## src/rtl/rshift64_reg_if.sv

```systemverilog
// rshift64_reg_if: operand/shift request and registered result bundle for the 64-bit right shifter
// Optional arith port is present only when RSHIFT64_ARITH_EN is defined.
interface rshift64_reg_if #(
    parameter int DATA_WIDTH  = 64,
    parameter int SHIFT_WIDTH = 6
);
    logic                   valid_in;
    logic [DATA_WIDTH-1:0]  operand;
    logic [SHIFT_WIDTH-1:0] shift;
`ifdef RSHIFT64_ARITH_EN
    logic                   arith;
`endif
    logic [DATA_WIDTH-1:0]  result;
    logic                   valid_out;
    logic                   zero;

    modport master (
        output valid_in, operand, shift,
`ifdef RSHIFT64_ARITH_EN
        output arith,
`endif
        input  result, valid_out, zero
    );

    modport slave (
        input  valid_in, operand, shift,
`ifdef RSHIFT64_ARITH_EN
        input  arith,
`endif
        output result, valid_out, zero
    );
endinterface

```

## src/rtl/rshift64_reg.sv

```systemverilog
// rshift64_reg: 64-bit right barrel shifter (six mux ranks) with one registered output stage
// Define RSHIFT64_ARITH_EN to add the arith input selecting sign fill instead of zero fill.
module rshift64_reg (
    input logic             clk,
    input logic             rst,
    rshift64_reg_if.slave   bus
);
    localparam int DATA_WIDTH  = 64;
    localparam int SHIFT_WIDTH = 6;

    logic [DATA_WIDTH-1:0] stage [0:SHIFT_WIDTH];
    logic                  fill;
    logic [DATA_WIDTH-1:0] result;
    logic                  valid_out;
    logic                  zero;

`ifdef RSHIFT64_ARITH_EN
    assign fill = bus.arith & bus.operand[DATA_WIDTH-1];
`else
    assign fill = 1'b0;
`endif

    assign stage[0] = bus.operand;

    // rank k moves every bit down by 2^k when shift[k] is set, filling the top with fill
    for (genvar k = 0; k < SHIFT_WIDTH; k++) begin : g_rank
        localparam int S = 1 << k;
        assign stage[k+1] = bus.shift[k] ? {{S{fill}}, stage[k][DATA_WIDTH-1:S]} : stage[k];
    end

    // capture on valid_in; otherwise hold result/zero and drop the valid pulse
    always_ff @(posedge clk or posedge rst) begin
        if (rst) begin
            result    <= '0;
            valid_out <= 1'b0;
            zero      <= 1'b1;
        end else begin
            valid_out <= bus.valid_in;
            if (bus.valid_in) begin
                result <= stage[SHIFT_WIDTH];
                zero   <= stage[SHIFT_WIDTH] == '0;
            end
        end
    end

    assign bus.result    = result;
    assign bus.valid_out = valid_out;
    assign bus.zero      = zero;
endmodule

```

## src/flat_wrapper.sv

```systemverilog
// flat-port wrapper written by rule: the top's interface ports become plain ports
module rshift64_reg_flat 
  (clk, rst, bus_valid_in, bus_operand, bus_shift, bus_result, bus_valid_out, bus_zero);
  rshift64_reg_if bus_i ();
  input logic clk;
  input logic rst;
  input wire logic [$bits(bus_i.valid_in)-1:0] bus_valid_in;
  input wire logic [$bits(bus_i.operand)-1:0] bus_operand;
  input wire logic [$bits(bus_i.shift)-1:0] bus_shift;
  output wire logic [$bits(bus_i.result)-1:0] bus_result;
  output wire logic [$bits(bus_i.valid_out)-1:0] bus_valid_out;
  output wire logic [$bits(bus_i.zero)-1:0] bus_zero;
  assign bus_i.valid_in = bus_valid_in;
  assign bus_i.operand = bus_operand;
  assign bus_i.shift = bus_shift;
  assign bus_result = bus_i.result;
  assign bus_valid_out = bus_i.valid_out;
  assign bus_zero = bus_i.zero;
  rshift64_reg u_core (.clk(clk), .rst(rst), .bus(bus_i));
endmodule
```

## config.mk

```make
export PLATFORM = sky130hd
export DESIGN_NAME = rshift64_reg_flat
export DESIGN_NICKNAME = d
export VERILOG_FILES = /design/src/rtl/rshift64_reg_if.sv /design/src/rtl/rshift64_reg.sv /design/src/flat_wrapper.sv
export SDC_FILE = /design/constraint.sdc
export NUM_CORES = 1
export LEC_CHECK = 0
export CELL_PAD_IN_SITES_DETAIL_PLACEMENT = 0
export CELL_PAD_IN_SITES_GLOBAL_PLACEMENT = 2
export CORE_AREA = 2 2 160 162
export CTS_CLUSTER_DIAMETER = 50
export DETAILED_ROUTE_END_ITERATION = 7
export DIE_AREA = 0 0 162 164
export PLACE_DENSITY_LB_ADDON = 0.05
export SETUP_SLACK_MARGIN = 0.15
export SLEW_MARGIN = 40
export SYNTH_ARGS = -nofsm -noshare
export SYNTH_HDL_FRONTEND = slang
export SYNTH_SLANG_ARGS = --single-unit
```

## constraint.sdc

```tcl
create_clock -name clk -period 2.2 [get_ports clk]
set_clock_uncertainty 0.05 [all_clocks]
set_input_delay 0.44 -clock clk [delete_from_list [all_inputs] [get_ports clk]]
set_output_delay 0.44 -clock clk [all_outputs]
set_load 0.03 [all_outputs]
```

==> results of run 1 <==
-- cells by family (layout without fill, tap and decap cells) --
kind of cell | count (synthesis) | count (layout)
simple gates | 180 | 180
compound gates | 206 | 206
mux | 190 | 190
buf+inv | 110 | 595
flops | 66 | 66
-- area by class of cell --
| class | instances | area, µm² |
|---|---|---|
| clock inverter | 6 | 138 |
| multi-input combinational | 576 | 6580 |
| fill | 2194 | 10500 |
| clock buffer | 10 | 229 |
| inverter | 35 | 135 |
| tap | 330 | 413 |
| timing repair buffer | 544 | 5180 |
| sequential | 66 | 1650 |
-- through the flow --
step / total power [mW] / util, % / hold WS, ns / instances
2_1_floorplan: 3.13 / - / 0.421 / 752
3_3_place_gp: 4.78 / 48.0 / 0.412 / 1470
3_5_place_dp: 4.82 / 48.0 / 0.422 / 1470
4_1_cts: 7.23 / 56.6 / 0.434 / 1552
5_1_grt: 7.66 / 57.7 / 0.452 / 1567
6_report: 7.37 / 57.7 / 0.430 / 1567
-- what timing repair did --
action                                  4_1_cts  5_1_grt
gates cloned                                 11        0
resized for setup                           383       69
buffers inserted                             55       15
pin swaps                                    55       24
endpoints found under the hold margin         0        0
endpoints found under the setup margin       60       52
-- layout by cell type, fill, tap and decap left out, types with 7 or more instances in the layout --
master / instances
o22ai_1: 23
mux2_2: 19
clkdlybuf4s15_1: 8
buf_12: 22
dfrtp_1: 65
o22ai_2: 8
a22oi_2: 9
and2_1: 8
clkbuf_2: 7
a22o_1: 7
nand3_1: 13
nor2_1: 53
mux4_2: 94
a21oi_2: 26
nand2_1: 44
clkbuf_16: 9
clkdlybuf4s50_1: 69
mux2_4: 40
nor2b_1: 9
clkdlybuf4s15_2: 12
buf_6: 86
nor2_2: 9
mux2i_4: 10
mux2i_1: 18
a21o_1: 7
buf_4: 285
dlygate4sd2_1: 21
inv_1: 31
o21a_1: 7
mux2i_2: 9
buf_16: 11
buf_2: 18
a21oi_1: 12
-- registers in the layout, indices dropped and copies added, names as in the netlist --
register / flops
u_core.bus.result: 64
u_core.bus.valid_out: 1
u_core.bus.zero: 1
-- routing by layer --
layer | track usage [%] | part of all wire, % | up-vias | wire length [µm]
li1 | - | - | 3950 | -
met1 | 36.8 | 43 | 4443 | 15900
met2 | 48.8 | 50 | 295 | 18500
met3 | 2.42 | 3.8 | 65 | 1410
met4 | 9.01 | 3.6 | 0 | 1330
met5 | 0 | 0 | - | 0
-- worst max path at each step --
stage | start | endpoint | slack [ns]
floorplan | bus_shift[0] | u_core.bus.zero | -0.79
global placement | bus_operand[56] | u_core.bus.zero | -1.49
detailed placement | bus_operand[54] | u_core.bus.zero | -1.54
CTS | bus_shift[0] | u_core.bus.zero | -0.73
global route | bus_shift[0] | u_core.bus.zero | -0.81
finish | bus_shift[0] | u_core.bus.zero | -0.77
-- power by group through the flow --
stage                     combinational [mW]  clock [mW]  sequential (mW)
after CTS                               3.99        1.81             1.43
final                                   4.17        1.78             1.43
after detailed placement                3.37           0             1.45
after global placement                  3.34           0             1.44
after floorplan                         1.40           0             1.72
after global routing                    4.36        1.85             1.45
-- worst max-delay path, stage by stage --
cell     delay (ns)
buf_16         0.12
buf_12         0.11
mux4_2         0.54
a22o_1         0.29
nor3_2         0.26
buf_4          0.16
a21oi_2        0.03
a221o_1        0.39
or4b_4         0.51
nor4_4         0.14
a41o_1         0.20
==> run metrics, run 1 <==
Net Sw Power 2.59 mW; synthesized cell area 7630 µm²; XOR/XNOR share of the synthesized area 0%; Combinational Power Share between 50% and 60%; clock sink total 66; Seq/Total Area, Yosys between 20 and 25%; Post-synth ARST share 100%; top post-synthesis cells by count mux4_2, dfrtp_1, nor2_1; Critical Path End Type register; fin area 14,300 µm²; worst-margin pin slew between 0.5 and 0.6 ns; CP arrival 3.19 ns; root buffer cell clkbuf_16; Hold Path Depth 1; most common cell in the netlist mux4_2; Avg Vias per Cell about 5.6; Hold Crit Start u_core.bus.result[4]; Max-slew headroom a little under two thirds; PD cells 515 nW/µm²; clk buf depth 2; Via Count 8,753; Worst EP required 2.42 ns; Final Setup Violations 42; WS Path Type primary input to register; GP Congestion between 0.9 and 1; Most used DFF post-synth dfrtp_1; Area contributors post-synth mux4_2, dfrtp_1, mux2_2, mux2i_1, nor2_1; Reg2Reg Setup Slack 1.29 ns; largest family of logic cells by synthesized area multiplexers; Internal 4.78 mW; DIE WIDTH around 160 µm; final hold violations 0; Post-Synth Adder-Cell Area 0%; Area growth syn-to-layout 87.7%; final wirelength 37,100 µm; Detailed Place HPWL 29,500 µm; final setup TNS -10.51 ns; fin crit period around 3 ns; Worst VDD drop between 0.3 and 0.4 mV; Pins Over Slew Limit 0; dpl ws -1.54 ns; mean post-synth cell area about 10 µm²; startpoint types primary input; Num CTS Buffers 9; Die Span Y 164 µm; reg2reg path depth 2; Max Clk Rate 0.337 GHz; total core area 24,800 µm²; grt total ovfl 0; complex-gate fraction of the synthesized area 18.8%; Std-Cell Rows 58; RSZ-0062 raised after global routing true; status finished, violations left; DRC viols 0; diode count 0; Total GRT Usage 28.0%; Post-DP Area 11,900 µm²; FF+latch count, synth between 60 and 70; Post-Syn Instances 752; number of warnings issued by yosys 0; worst hold path endpoint u_core.bus.result[4]; via count of the first global-routing pass around 9,000; H-tree Lvls 3; Critical Path Fanout Max 6; initial antenna violation count 0; Antenna Nets Post-Route 0; max-cap check violation count 0; RR Endpoint u_core.bus.zero; RR Startpoint u_core.bus.zero; first-pass GRT wire length about 56,000 µm; DR WL/cell 23.7 µm; Mapped Nets 825; layout cell share with drive strength beyond 1 between 60% and 70%; Die ar. 26,600 µm²; setup slack after layout -0.766 ns; Sw Share a little over a third; failing checks setup timing; number of DRC markers in iteration 0 between 500 and 600; mux cell area share after synthesis about two fifths; Clock Pin Slew Worst Setup and Hold Paths approximately 0.060 ns; Post-synth EDFFs 0; CTS Hold Buffers Added 0; clock share of power 24.1%; post-synthesis simple-gate area fraction between 10% and 20%; pin count of the biggest net entering global routing 37; Port Buf Inserts 138; area leader, netlist mux4_2; latest clock arrival within the worst-skew pair 0.33 ns; Synth cell types 68; Flop pwr share just under 20%; fin crit share 135%; Synth top area share 25.7%; initial core utilization slightly above 30%; Pre-antenna DRT Iters 5; CTS tree yes; fin nets 1,305; leakage 6.09 nW; HP Class register to register; # IOs 139
Note: power is estimated with default switching activity, not from simulation.
==> run 2: changes to the inputs <==
- clock period: 2.2 -> 2.5 ns (I/O delays scaled with it)
==> run 2 against run 1 <==
  * The flow still finishes with violations (setup timing)
  * Utilization down 0.45 points
  * First-iteration DRC count up 2.2%
  * Design area down 0.78%
  * Sequential power down 12%
  * Clock power down 22%
  * Hold slack better by 0.0096 ns
  * Via count up 0.33%
  * Final cell count up 1.1%
  * Critical path type unchanged
  * Critical endpoint unchanged
  * Largest cell class unchanged
  * Highest routed layer unchanged
==> run metrics, run 2 (same netlist as run 1, synthesis figures left out) <==
status finished, violations left; failing checks setup timing; Largest regs u_core.bus.result: 64 flops, u_core.bus.valid_out: 1 flops, u_core.bus.zero: 1 flops; Critical Path Fanout Max 5; DIE WIDTH 162 µm; Pins Over Slew Limit 0; # IOs 139; HP Class register to register; CTS tree yes; total core area 24,800 µm²; final hold violations 0; leakage 6.06 nW; WS Path Type primary input to register; DR WL/cell 23.3 µm; Antenna Nets Post-Route 0; worst hold path endpoint u_core.bus.result[4]; CTS Hold Buffers Added 0; via count of the first global-routing pass 9,207; Num CTS Buffers 9; Worst EP required 2.72 ns; Via Count approximately 8,800; commonest non-fill, non-tap cells in the layout buf_4, mux4_2, clkdlybuf4s50_1, buf_6, dfrtp_1; Worst VDD drop 0.334 mV; startpoint types primary input; Area growth syn-to-layout 86.2%; fin crit period around 2.9 ns; clk buf depth 2; max FFs per register 64; crit-path leading delay family multiplexers; Port Buf Inserts roughly 140; commonest non-fill, non-tap cell in the layout buf_4; worst-margin pin slew between 0.5 and 0.6 ns; Clock Pin Slew Worst Setup and Hold Paths 0.06 ns; RR Startpoint u_core.bus.result[3]; Top reg by flops u_core.bus.result; root buffer cell clkbuf_16; layout cell share with drive strength beyond 1 between 60% and 70%; Final Setup Violations 18; Avg Vias per Cell 5.54; CP max-delay cell mux4_2; Pre-antenna DRT Iters 5; DRC viols 0; reg2reg path depth 2; first-pass GRT wire length 55,600 µm; Max-slew headroom 63.1%; final wirelength 36,900 µm; GP Congestion between 0.9 and 1; Reg2Reg Setup Slack between 1.5 and 2 ns; worst hold margin about 0.44 ns; final non-filler cell total 1,584; fin area 14,200 µm²; fin crit share 116%; grt total ovfl 0; Post-DP Area 11,900 µm²; H-tree Lvls 3; number of DRC markers in iteration 0 555; Layout Utilization 57.2%; diode count 0; CP arrival ~3.1 ns; CP peak stage delay ~0.53 ns; max-cap check violation count 0; Std-Cell Rows 58; fin nets 1,322; latest clock arrival within the worst-skew pair between 0.3 and 0.4 ns; Hold Crit Start u_core.bus.result[4]; Hold Path Depth 1; Max Clk Rate roughly 0.34 GHz; Detailed Place HPWL 29,500 µm; setup slack after layout -0.409 ns; Critical Path End Type register; pin count of the biggest net entering global routing 45; initial antenna violation count 0; final setup TNS -1.67 ns; Buffers & Inverters on Critical Path 2; Die ar. about 27,000 µm²; PD cells between 400 and 500 nW/µm²; Die Span Y between 150 and 200 µm; initial core utilization 30.7%; critical-path cell list buf_16, buf_8, mux4_2, mux2_4, mux2i_4, o22ai_2, a211o_1, or4_1, nor4_1, a41o_1; Total GRT Usage 27.6%; RR Endpoint u_core.bus.result[3]; RSZ-0062 raised after global routing true; clock sink total 66; dpl cells approximately 1,500
-- run 2: cell count changes in the layout (fill, tap and decap cells not counted), moves of 5 or more --
cell,change
a21oi_2,-7
clkdlybuf4s15_2,+11
mux2_2,+7
buf_4,+39
a21oi_1,+7
mux2_4,-7
buf_6,-17
buf_2,-5
buf_12,-8
-- run 2: power by group --
group | total [mW] | leakage [nW] | internal [mW] | switching, mW
Sequential | 1.26 | 0.835 | 1.19 | 0.0676
Clock | 1.38 | 0.155 | 0.901 | 0.474
Combinational | 3.58 | 5.07 | 1.89 | 1.69
-- run 2: through the flow --
step | setup slack (ns) | total power [mW]
after floorplan | -0.548 | 2.71
after global placement | -1.23 | 4.20
after detailed placement | -1.22 | 4.22
after CTS | -0.356 | 6.01
after global routing | -0.462 | 6.47
final | -0.409 | 6.21
-- run 2: worst max path at each step --
stage	from	endpoint	slack [ns]	depth (start not counted)
finish	bus_shift[1]	u_core.bus.zero	-0.41	10
detailed placement	bus_operand[27]	u_core.bus.zero	-1.22	9
global route	bus_shift[1]	u_core.bus.zero	-0.46	10
CTS	bus_shift[0]	u_core.bus.zero	-0.36	10
global placement	bus_operand[57]	u_core.bus.zero	-1.23	10
floorplan	bus_shift[0]	u_core.bus.zero	-0.55	9
-- run 2: routing by layer --
metal	global-route usage, %	part of all wire (%)	vias to the layer above
met5	0	0	-
met4	9.45	3.2	0
met3	2.20	3.9	61
met2	48.0	50	323
met1	36.3	43	4412
li1	-	-	3986
-- run 2: what timing repair did --
action	4_1_cts	5_1_grt
resized for setup	334	105
pin swaps	48	34
hold endpoints to repair	0	0
endpoints found under the setup margin	52	38
cloned	8	1
buffers inserted	50	17
-- run 2: layout make-up --
class | count | area (µm²)
flip-flops and latches | 66 | 1650
fillers | 2219 | 10600
repair buffers | 561 | 5200
well taps | 330 | 413
inverters | 35 | 136
multi-input cells | 576 | 6470
clock inverters | 6 | 88.8
clock buffers | 10 | 239
==> run 3: changes to the inputs <==
- CORE_AREA: 2 2 160 162 -> 2 2 153 155
- DIE_AREA: 0 0 162 164 -> 0 0 155 157
- clock period: 2.5 -> 3.3 ns (I/O delays scaled with it)
==> run 3 against run 2 <==
  * The flow now finishes without violations
  * Hold slack worse by 0.015 ns
  * Combinational power decreased by 37%
  * Via count decreased by 5.1%
  * Non-clock buffer count fell by 100
  * Largest cell class unchanged
  * Count of clock-buffer cells in the layout fell by 1
  * Wire length fell by 8.8%
  * Utilization is 3.0 points lower
  * Design area fell by 14%
  * Register-to-register slack improved by 0.83 ns
  * Flip-flop and latch count is the same
==> run metrics, run 3 (same netlist as run 1, synthesis figures left out) <==
Sw Share 35.5%; fin nets around 1,200; Total GRT Usage 27.8%; Largest regs u_core.bus.result: 64 flops, u_core.bus.valid_out: 1 flops, u_core.bus.zero: 1 flops; initial core utilization 33.9%; first-pass GRT wire length 51,700 µm; pin count of the biggest net entering global routing between 50 and 60; Flop pwr share 22.2%; startpoint types primary input; Max Clk Rate between 0.3 and 0.4 GHz; RR Startpoint u_core.bus.zero; total power approximately 4.3 mW; GP Congestion 0.917; H-tree Lvls 3; Critical Path Fanout Max 5; initial antenna violation count 0; final hold violations 0; clk buf depth 2; Worst setup startpoint bus_operand[27]; Antenna Nets Post-Route 0; final wirelength 33,600 µm; diode count 0; clock share of power between 20% and 30%; via count of the first global-routing pass 8,432; # IOs 139; layout cell share with drive strength beyond 1 47.8%; commonest non-fill, non-tap cell in the layout buf_4; Via Count 8,330; Worst VDD drop 0.208 mV; commonest non-fill, non-tap cells in the layout buf_4, mux4_2, clkdlybuf4s50_1, dfrtp_1, nor2_1; Internal roughly 2.8 mW; Critical Path End Type register; DRC viols 0; Pins Over Slew Limit 0; Clock Pin Slew Worst Setup and Hold Paths 0.06 ns; number of DRC markers in iteration 0 631; CP peak stage delay 0.55 ns; HP Class register to register; leakage around 5.2 nW; RSZ-0062 raised after global routing true; Combinational Power Share about 52%; Final Setup Violations 0; latest clock arrival within the worst-skew pair 0.33 ns; Top reg by flops u_core.bus.result; clock sink total 66; CP arrival 3.39 ns; Pre-antenna DRT Iters 5; WS Path Type primary input to register; Avg Vias per Cell 5.79; Port Buf Inserts 138; worst hold margin 0.425 ns; root buffer cell clkbuf_16; setup slack after layout 0.139 ns; grt total ovfl 0; final setup TNS 0 ns; CTS tree yes; max FFs per register 64; Max-slew headroom a little under 60%; DR WL/cell about 23 µm; fin crit period ~3.2 ns; CP max-delay cell or4b_4; fin crit share 95.8%; final non-filler cell total roughly 1,400; max-cap check violation count 0; Die Span Y ~160 µm; Worst EP required between 3 and 4 ns; DIE WIDTH 155 µm; CTS Hold Buffers Added 0; PD cells 352 nW/µm²; worst-margin pin slew 0.628 ns; Net Sw Power around 1.5 mW; Std-Cell Rows 55; status completed; Detailed Place HPWL around 28,000 µm; Area growth syn-to-layout 59.9%; dpl ws -0.685 ns; total core area 22,500 µm²; critical-path cell list dlygate4sd2_1, mux4_2, a22o_1, a221oi_4, a21oi_2, a221o_1, or4b_4, nor4_4, a41o_1; Hold Crit Start u_core.bus.result[4]; Die ar. roughly 24,000 µm²; Num CTS Buffers 9; dpl cells 1,396
[run 3: changes by cell type in the layout (fill, tap and decap cells not counted), sizes merged]
cell / delta
buf: -111
bufinv: +1
clkbuf: -4
clkdlybuf4s15: -17
clkdlybuf4s50: +3
clkinvlp: -1
dlygate4sd2: +29
dlymetal6s2s: -1
[run 3: routing by layer]
metal  GRT usage [%]  part of all wire [%]  vias to the layer above  wire length (µm)
met4            9.26                   3.2                        0              1070
met2            46.2                    48                      348             16100
li1                -                     -                     3780                 -
met5               0                     0                        -                 0
met1            38.2                    44                     4151             14700
met3            3.14                   5.4                       51              1800
[run 3: worst paths after layout]
path | slack (ns) | cells after the start | to
setup reg to reg | 2.41 | 2 | u_core.bus.zero
min in group asynchronous | 0.60 | 2 | u_core.bus.result[17]
setup / recovery | 0.14 | 9 | u_core.bus.zero
hold / removal | 0.42 | 1 | u_core.bus.result[4]
hold reg to reg | 0.42 | 1 | u_core.bus.result[4]
max in group asynchronous | 1.87 | 3 | u_core.bus.result[53]
[run 3: worst max-delay path, delay by kind of cell]
kind,cells,cell delay (ns)
muxes,1,0.48
and+or+nand+nor,2,0.69
AOI/OAI and AO/OA,5,1.26
buffers and inverters,1,0.29
[run 3: power groups by stage]
stage / logic [mW] / registers [mW] / clock network, mW
detailed placement: 2.12 / 0.967 / 0
global placement: 2.10 / 0.960 / 0
global route: 2.37 / 0.966 / 1.16
CTS: 2.19 / 0.954 / 1.12
finish: 2.25 / 0.951 / 1.09
floorplan: 0.855 / 1.15 / 0
[run 3: cell type report]
cell class | instances | area [µm²]
clock inverter | 6 | 115
sequential | 66 | 1650
inverter | 35 | 134
tap | 285 | 357
clock buffer | 9 | 225
multi-input combinational | 576 | 5730
timing repair buffer | 461 | 3990
fill | 2050 | 10300
[run 3: repair_timing]
item | in CTS | in global routing
pin swaps | 11 | 17
cloned | 2 | 0
buffers inserted | 19 | 6
endpoints found under the setup margin | 3 | 1
gates resized for setup | 107 | 41
[run 3: stage by stage]
| stage | utilization [%] | area, µm² |
|---|---|---|
| detailed placement | 50.4 | 11300 |
| global route | 54.2 | 12200 |
| CTS | 53.3 | 12000 |
| floorplan | - | 7710 |
| global placement | 50.4 | 11300 |
| finish | 54.2 | 12200 |
